$ cat src/rtl/mix_columns_seq.sv
// Forward AES MixColumns over a 128-bit state.
// One shared column datapath processes the four columns serially, one per
// clock. Valid/ready handshakes sit on both sides, with a three-state control
// FSM (IDLE -> BUSY -> DONE).
//
// Layout: column c occupies bits [127-32c : 96-32c]. Byte 0 of a column is
// its most significant byte.
//
// Latency: a state accepted at edge E0 has its columns written at E1..E4.
// out_valid is high in the cycle after E4.
module mix_columns_seq (
  input  logic         clk,
  input  logic         rst,
  input  logic         in_valid,
  output logic         in_ready,
  input  logic [127:0] state_in,
  output logic         out_valid,
  input  logic         out_ready,
  output logic [127:0] state_out
);

  typedef enum logic [1:0] {
    IDLE = 2'd0,
    BUSY = 2'd1,
    DONE = 2'd2
  } state_t;

  state_t state_q;
  state_t state_d;

  // Column being transformed while BUSY; wraps back to 0 after column 3.
  logic [1:0]   col_cnt;
  // Copy of state_in taken at acceptance, so later input changes are harmless.
  logic [127:0] data_q;
  // Columns 0..2 of the result in flight. Column 3 is produced on the final
  // BUSY edge and goes straight into the output register with them.
  logic [95:0]  result_q;
  // Last completed result. It only changes when a new state completes, so
  // state_out never shows a partial result.
  logic [127:0] out_q;

  logic [31:0]  col_in;
  logic [31:0]  col_out;

  // GF(2^8) multiply by 2, reducing by the AES polynomial x^8+x^4+x^3+x+1.
  function automatic logic [7:0] xtime(input logic [7:0] x);
    return {x[6:0], 1'b0} ^ (x[7] ? 8'h1b : 8'h00);
  endfunction

  // Forward MixColumns on one column {a0,a1,a2,a3} (a0 in the MSB byte).
  function automatic logic [31:0] mix_column(input logic [31:0] col);
    logic [7:0] a0, a1, a2, a3;
    logic [7:0] x0, x1, x2, x3;
    logic [7:0] b0, b1, b2, b3;
    a0 = col[31:24];
    a1 = col[23:16];
    a2 = col[15:8];
    a3 = col[7:0];
    x0 = xtime(a0);
    x1 = xtime(a1);
    x2 = xtime(a2);
    x3 = xtime(a3);
    // 3a = xtime(a) ^ a, so each 3a term becomes x ^ a.
    b0 = x0 ^ (x1 ^ a1) ^ a2 ^ a3;
    b1 = a0 ^ x1 ^ (x2 ^ a2) ^ a3;
    b2 = a0 ^ a1 ^ x2 ^ (x3 ^ a3);
    b3 = (x0 ^ a0) ^ a1 ^ a2 ^ x3;
    return {b0, b1, b2, b3};
  endfunction

  // Select the captured column addressed by col_cnt and run the shared datapath.
  always_comb begin
    // NOTE: every combinational output gets a default first, so no path
    // through the block can leave it unassigned and infer a latch.
    col_in = data_q[127:96];
    unique case (col_cnt)
      2'd0: col_in = data_q[127:96];
      2'd1: col_in = data_q[95:64];
      2'd2: col_in = data_q[63:32];
      2'd3: col_in = data_q[31:0];
      default: col_in = data_q[127:96];
    endcase
    col_out = mix_column(col_in);
  end

  // State register. Reset is synchronous and wins over everything else.
  always_ff @(posedge clk) begin
    // NOTE: clocked state uses non-blocking assignments, so every register
    // samples pre-edge values and simulation ordering cannot change results.
    if (rst) begin
      state_q <= IDLE;
    end else begin
      state_q <= state_d;
    end
  end

  // Next-state logic. in_valid only matters in IDLE, out_ready only in DONE.
  always_comb begin
    state_d = state_q;
    unique case (state_q)
      IDLE: begin
        if (in_valid) begin
          state_d = BUSY;
        end
      end
      BUSY: begin
        if (col_cnt == 2'd3) begin
          state_d = DONE;
        end
      end
      DONE: begin
        if (out_ready) begin
          state_d = IDLE;
        end
      end
      default: state_d = IDLE;
    endcase
  end

  // Handshake outputs are decoded purely from the current state.
  always_comb begin
    in_ready  = 1'b0;
    out_valid = 1'b0;
    unique case (state_q)
      IDLE:    in_ready  = 1'b1;
      BUSY:    ;
      DONE:    out_valid = 1'b1;
      default: ;
    endcase
  end

  // Datapath registers: capture on acceptance, then write one column per BUSY edge.
  always_ff @(posedge clk) begin
    if (rst) begin
      // NOTE: these are plain flops, not a memory, so all of them are cleared
      // on reset. state_out then reads zero right after an abort.
      col_cnt  <= 2'd0;
      data_q   <= 128'h0;
      result_q <= 96'h0;
      out_q    <= 128'h0;
    end else begin
      unique case (state_q)
        IDLE: begin
          if (in_valid) begin
            data_q  <= state_in;
            col_cnt <= 2'd0;
          end
        end
        BUSY: begin
          col_cnt <= col_cnt + 2'd1;
          unique case (col_cnt)
            2'd0: result_q[95:64] <= col_out;
            2'd1: result_q[63:32] <= col_out;
            2'd2: result_q[31:0]  <= col_out;
            2'd3: out_q           <= {result_q, col_out};
            default: ;
          endcase
        end
        DONE: ;
        default: ;
      endcase
    end
  end

  assign state_out = out_q;

endmodule

$ cat config.mk
export PLATFORM = sky130hd
export DESIGN_NAME = mix_columns_seq
export DESIGN_NICKNAME = d
export VERILOG_FILES = /design/src/rtl/mix_columns_seq.sv
export SDC_FILE = /design/constraint.sdc
export NUM_CORES = 1
export LEC_CHECK = 0
export ABC_CLOCK_PERIOD_IN_PS = 4700
export CAP_MARGIN = 20
export CORE_MARGIN = 1
export CORE_UTILIZATION = 55
export CTS_BUF_LIST = sky130_fd_sc_hd__clkbuf_4 sky130_fd_sc_hd__clkbuf_8
export CTS_CLUSTER_DIAMETER = 50
export DETAILED_ROUTE_END_ITERATION = 8
export PLACE_DENSITY = 0.83
export SYNTH_ARGS = -nofsm -noshare
export SYNTH_HDL_FRONTEND = slang
export SYNTH_SLANG_ARGS = --single-unit
$ cat constraint.sdc
create_clock -name clk -period 4.7 [get_ports clk]
set_clock_uncertainty 0.1 [all_clocks]
set_input_delay 0.705 -clock clk [delete_from_list [all_inputs] [get_ports clk]]
set_output_delay 0.705 -clock clk [all_outputs]
set_load 0.005 [all_outputs]
# [Yosys cells after proc, flatten, opt, wreduce, memory -nomap -nowiden]
# Index checks and enable logic that the tools add are counted.
# Widths: inputs -> output; s select.
[classes] eq_ne=8 n_reduce_logical=10 bitwise_logic=20 n_addsub=1 n_mux=13
[ops] op="$pmux 32 s4" n=1
[ops] op="$xor 8x8->8" n=16
[ops] op="$xor 8x5->8" n=4
[ops] op="$mux 5" n=4
[ops] op="$reduce_and 2->1" n=6
[ops] op="$mux 2" n=4
[ops] op="$eq 2x2->1 const B" n=3
[ops] op="$ne 2x2->1 const B" n=3
[ops] op="$pmux 2 s3" n=1
[ops] op="$eq 2x1->1 const B" n=2
[ops] op="$logic_not 2->1" n=2
[ops] op="$pmux 2 s2" n=1
[ops] op="$reduce_and 3->1" n=1
[ops] op="$add 2x1->2 const B" n=1
[ops] op="$mux 1" n=2
[ops] op="$reduce_bool 2->1" n=1
[word_totals] regBits=356 wordCells=59 input_bits=132

# [Logic depth before layout (Yosys ltp)]
[logic_depth] depth_word=8 ltp_mapped=11

# [Least setup slack after synthesis]
# OpenSTA, ideal clock, no wires.
[synth_path] kind="reg-to-reg" start="register col_cnt[0]" end="register result_q[25]" stages_incl_launch_ff=11 t_required_ns=4.483 arrival_ns=2.504 path_buffers=2 setup_slack_ns=1.979 cell_sequence="dfxtp_1 inv_1 ha_1 clkbuf_1 buf_2 a222oi_1 xor2_1 o21ai_1 xnor2_1 xnor2_1 a22o_1"
[synth_between] elab_chain_len=8
[synth_lines] element="start: declaration" line="32" rtl="logic [1:0] col_cnt;"
[synth_lines] element="start signal: assignment" line="150" rtl="col_cnt <= col_cnt + 2'd1;"
[synth_lines] element="$eq 2x2->1, or another cell as far along" line="76" rtl="unique case (col_cnt)"
[synth_lines] element="$pmux 32 s4" line="76"
[synth_lines] element="$mux 5" line="47" rtl="return {x[6:0], 1'b0} ^ (x[7] ? 8'h1b : 8'h00);"
[synth_lines] element="$xor 8x5->8" line="47"
[synth_lines] element="$xor 8x8->8 (4 in a row)" line="64" rtl="b0 = x0 ^ (x1 ^ a1) ^ a2 ^ a3;"
[synth_lines] element="end signal: assignment" line="154" rtl="2'd2: result_q[31:0] <= col_out;"
[synth_lines] element="end: declaration" line="37" rtl="logic [95:0] result_q;"
# Several ways; a longest one is shown, not always the timed one.
# A chain may end at the register's enable or synchronous reset.

# [Worst setup path after layout]
[layout_path] start="register col_cnt[0]" end="register result_q[49]"
[layout_between] elab_chain_len=7
[layout_lines] element="$eq 2x2->1, or another cell as far along" line="76"
[layout_lines] element="$pmux 32 s4" line="76"
[layout_lines] element="$mux 5" line="47"
[layout_lines] element="$xor 8x5->8" line="47"
[layout_lines] element="$xor 8x8->8 (3 in a row)" line="65" rtl="b1 = a0 ^ x1 ^ (x2 ^ a2) ^ a3;"
[layout_lines] element="end signal: assignment" line="153" rtl="2'd1: result_q[63:32] <= col_out;"
# Several ways; a longest one is shown, not always the timed one.

==> impl_metrics.toml <==
[run_status]
status = "complete, no violations"

[placement]
dp.cells = 2178
place.detailed.hpwl_mm = 29.07
port_buffers = 261
globalplace.congestion = 0.9349

[power_and_ir_drop]
power_leakage_uw = 0.006708
irDropWorstVdd_v = 0.0001987
p_per_area_mw_per_mm2 = 369.5

[logic_synthesis]
synth_top_family_by_area = "compound AO/OA/AOI/OAI gates"
synth_top_area_share_pct = 49.67
synthesis.instances = 1687
synth-xor-area-share_pct = 10.71
synth_edf_count = 0
synthDistinctLibCells = 29
ys_seq_area_share_pct = 49.67
synthSimpleGateAreaFrac_pct = 15.12
synth_ff_type = "dfxtp_1"
synth-adder-area-share_pct = 0.4360
synth_compound_area_share_pct = 19.48
avgSynthCellArea_um2 = 8.505
syn_nets = 1824
yosys.area.top_type = "dfxtp_1"
synth.ff_latch_count = 356
synth.cell_area_mm2 = 0.01435
ys.warnings.count = 0
async_flop_share_pct = 0
ys_top_cells_by_area = "dfxtp_1 50%, nand2_1 13%, a21oi_1 8.0%, xnor2_1 6.9%, a22o_1 5.9%"
muxShareOfSynthArea_pct = 0.7063

[sta]
finalSetupViolCount = 0
finalSetupTns_ps = 0
fin_crit_sh_pct = 81.80
grt_setup_unrepaired = "false"
maxSlewHeadroom_pct = 29.45
fin_crit_ps = 3844
timing.fmax_mhz = 260.1
slew_violations = 0
hold_violations = 0
worst_pin_slew_ps = 1058

[drt]
drc = 0
drt-met1-wl_mm = 17.22
top_layer = "met4"
dr.pass1.iters = 7
wl_met3_mm = 2.820
vias = 12636
ant_nets = 0
wire_per_inst_um = 18.21
drtIter0Drc = 1179
vias_per_cell = 5.554
wl_met2_mm = 19.76
drt-total-wl_mm = 41.42

[flow_run]
max-cap-violations = 0

[setup_path]
required_ps = 5110
crit_type = "flip-flop to flip-flop"
critPathMaxFanout = 23
critical_path_arrival_ps = 4250
critPathCaptureType = "flip-flop"
critPathLaunchType = "flip-flop"

[layout]
final_nets = 2040
diodes = 0
most-common-layout-cells = "493 x nand2_1, 356 x dfxtp_1, 260 x clkdlybuf4s50_1"
final_common_cell = "nand2_1"
final_cells = 2275
drive_above_1_share_pct = 7.712
area.growth.synth_to_final_pct = 27.42

[floorplanning]
die_y_um = 163.5
initial_core_util_pct = 56.49
coreArea_mm2 = 0.02540
row_count = 58
die_w_um = 163.5
io-pin-count = 262
dieArea_mm2 = 0.02674

[global_route]
antenna_found_initial = 0
grt_usage_pct = 30.95
grt_pass1_wl_mm = 64.86
grt.overflow.total = 0
grt_pass1_vias = 12350
grt_max_degree = 106

[clock_tree]
postCtsSetupBuffers = 0
cts_resized = 0
clk_pin_slew_ps = 70
cts_made_buffers = 53
tritoncts = "yes"
cts.sinks = 356
ctsHtreeMaxLevel = 2
clk_root_buffer_cell = "clkbuf_8"
clock_latency_ps = 580
cts_buffer_depth = 3
cts_hold_buf = 0

[hold_path]
holdCritPathClass = "flip-flop to flip-flop"
[through the flow]
| step | power [µW] | cell area [µm²] | utilization, % | worst slack [ps] | hold WS, ps |
|---|---|---|---|---|---|
| floorplan | 3836 | 14350 | - | 1979 | 332.1 |
| global placement | 4192 | 17150 | 67.53 | 1076 | 340.3 |
| detailed placement | 4213 | 17150 | 67.53 | 945.4 | 345.8 |
| CTS | 6762 | 18280 | 71.99 | 902.5 | 354.1 |
| global route | 7011 | 18280 | 71.99 | 723.3 | 368.6 |
| finish | 6757 | 18280 | 71.99 | 855.6 | 353.7 |
[Yosys cell counts, types with 2 or more instances]
library cell	count
a21oi_1	230
a222oi_1	32
a22o_1	96
and2_1	2
buf_1	8
buf_2	4
buf_6	4
clkbuf_1	116
dfxtp_1	356
ha_1	5
inv_1	3
mux2i_1	9
nand2_1	495
nor2_1	72
nor2b_1	2
nor3_1	2
o21a_1	32
o21ai_0	28
o21ai_1	7
o21ai_2	6
xnor2_1	113
xor2_1	58
[logic make-up after synthesis]
group / count (synthesis)
flip-flops: 356
XOR/XNOR: 173
adder cells (fa/ha/maj): 5
multiplexers: 10
AO/OA/AOI/OAI: 433
buffers and inverters: 136
AND/OR/NAND/NOR: 574
[sequential cells by signal (all words and copies together) (netlist names)]
signal and cells:
data_q 128, state_out 128, result_q 96, col_cnt 2
state_q 2
[area by class of cell]
class	count	area, µm²
clock buffers	91	1096
multi-input cells	1195	6711
inverters	3	11.26
repair buffers	294	2889
flip-flops and latches	356	7127
well taps	330	412.9
fillers	1916	7116
clock inverters	6	36.28
[path summary, 6_finish.rpt]
check	startpoint	end	slack, ps	depth (start not counted)
worst min register to register	state_out[33]	state_out[33]	350	2
worst max-delay path	col_cnt[0]	result_q[49]	860	9
worst max register to register	col_cnt[0]	result_q[49]	860	9
worst min-delay path	state_out[33]	state_out[33]	350	2
[power by group]
group / internal, µW / total (µW) / switching, µW / leakage (µW)
registers: 3130 / 3220 / 89.2 / 0.00289
logic: 364 / 944 / 580 / 0.00321
clock network: 1460 / 2590 / 1130 / 0.000610
total: 4960 / 6760 / 1800 / 0.00671
[worst max-delay path, cell delays in order, from the launching register on]
cell and delay (ps):
dfxtp_1 400, inv_1 110, ha_1 550, buf_4 350, a222oi_1 670, xnor2_1 270, mux2i_1 420, xnor2_1 160
xnor2_1 520, a22o_1 210
[metal layers]
layer  track usage [%]  vias to the layer above
li1                  -                     6078
met1             39.20                     5895
met4             14.60                        0
met3             5.256                      110
met2             51.19                      553
met5                 0                        -
Power figures use the tool's default switching activity.
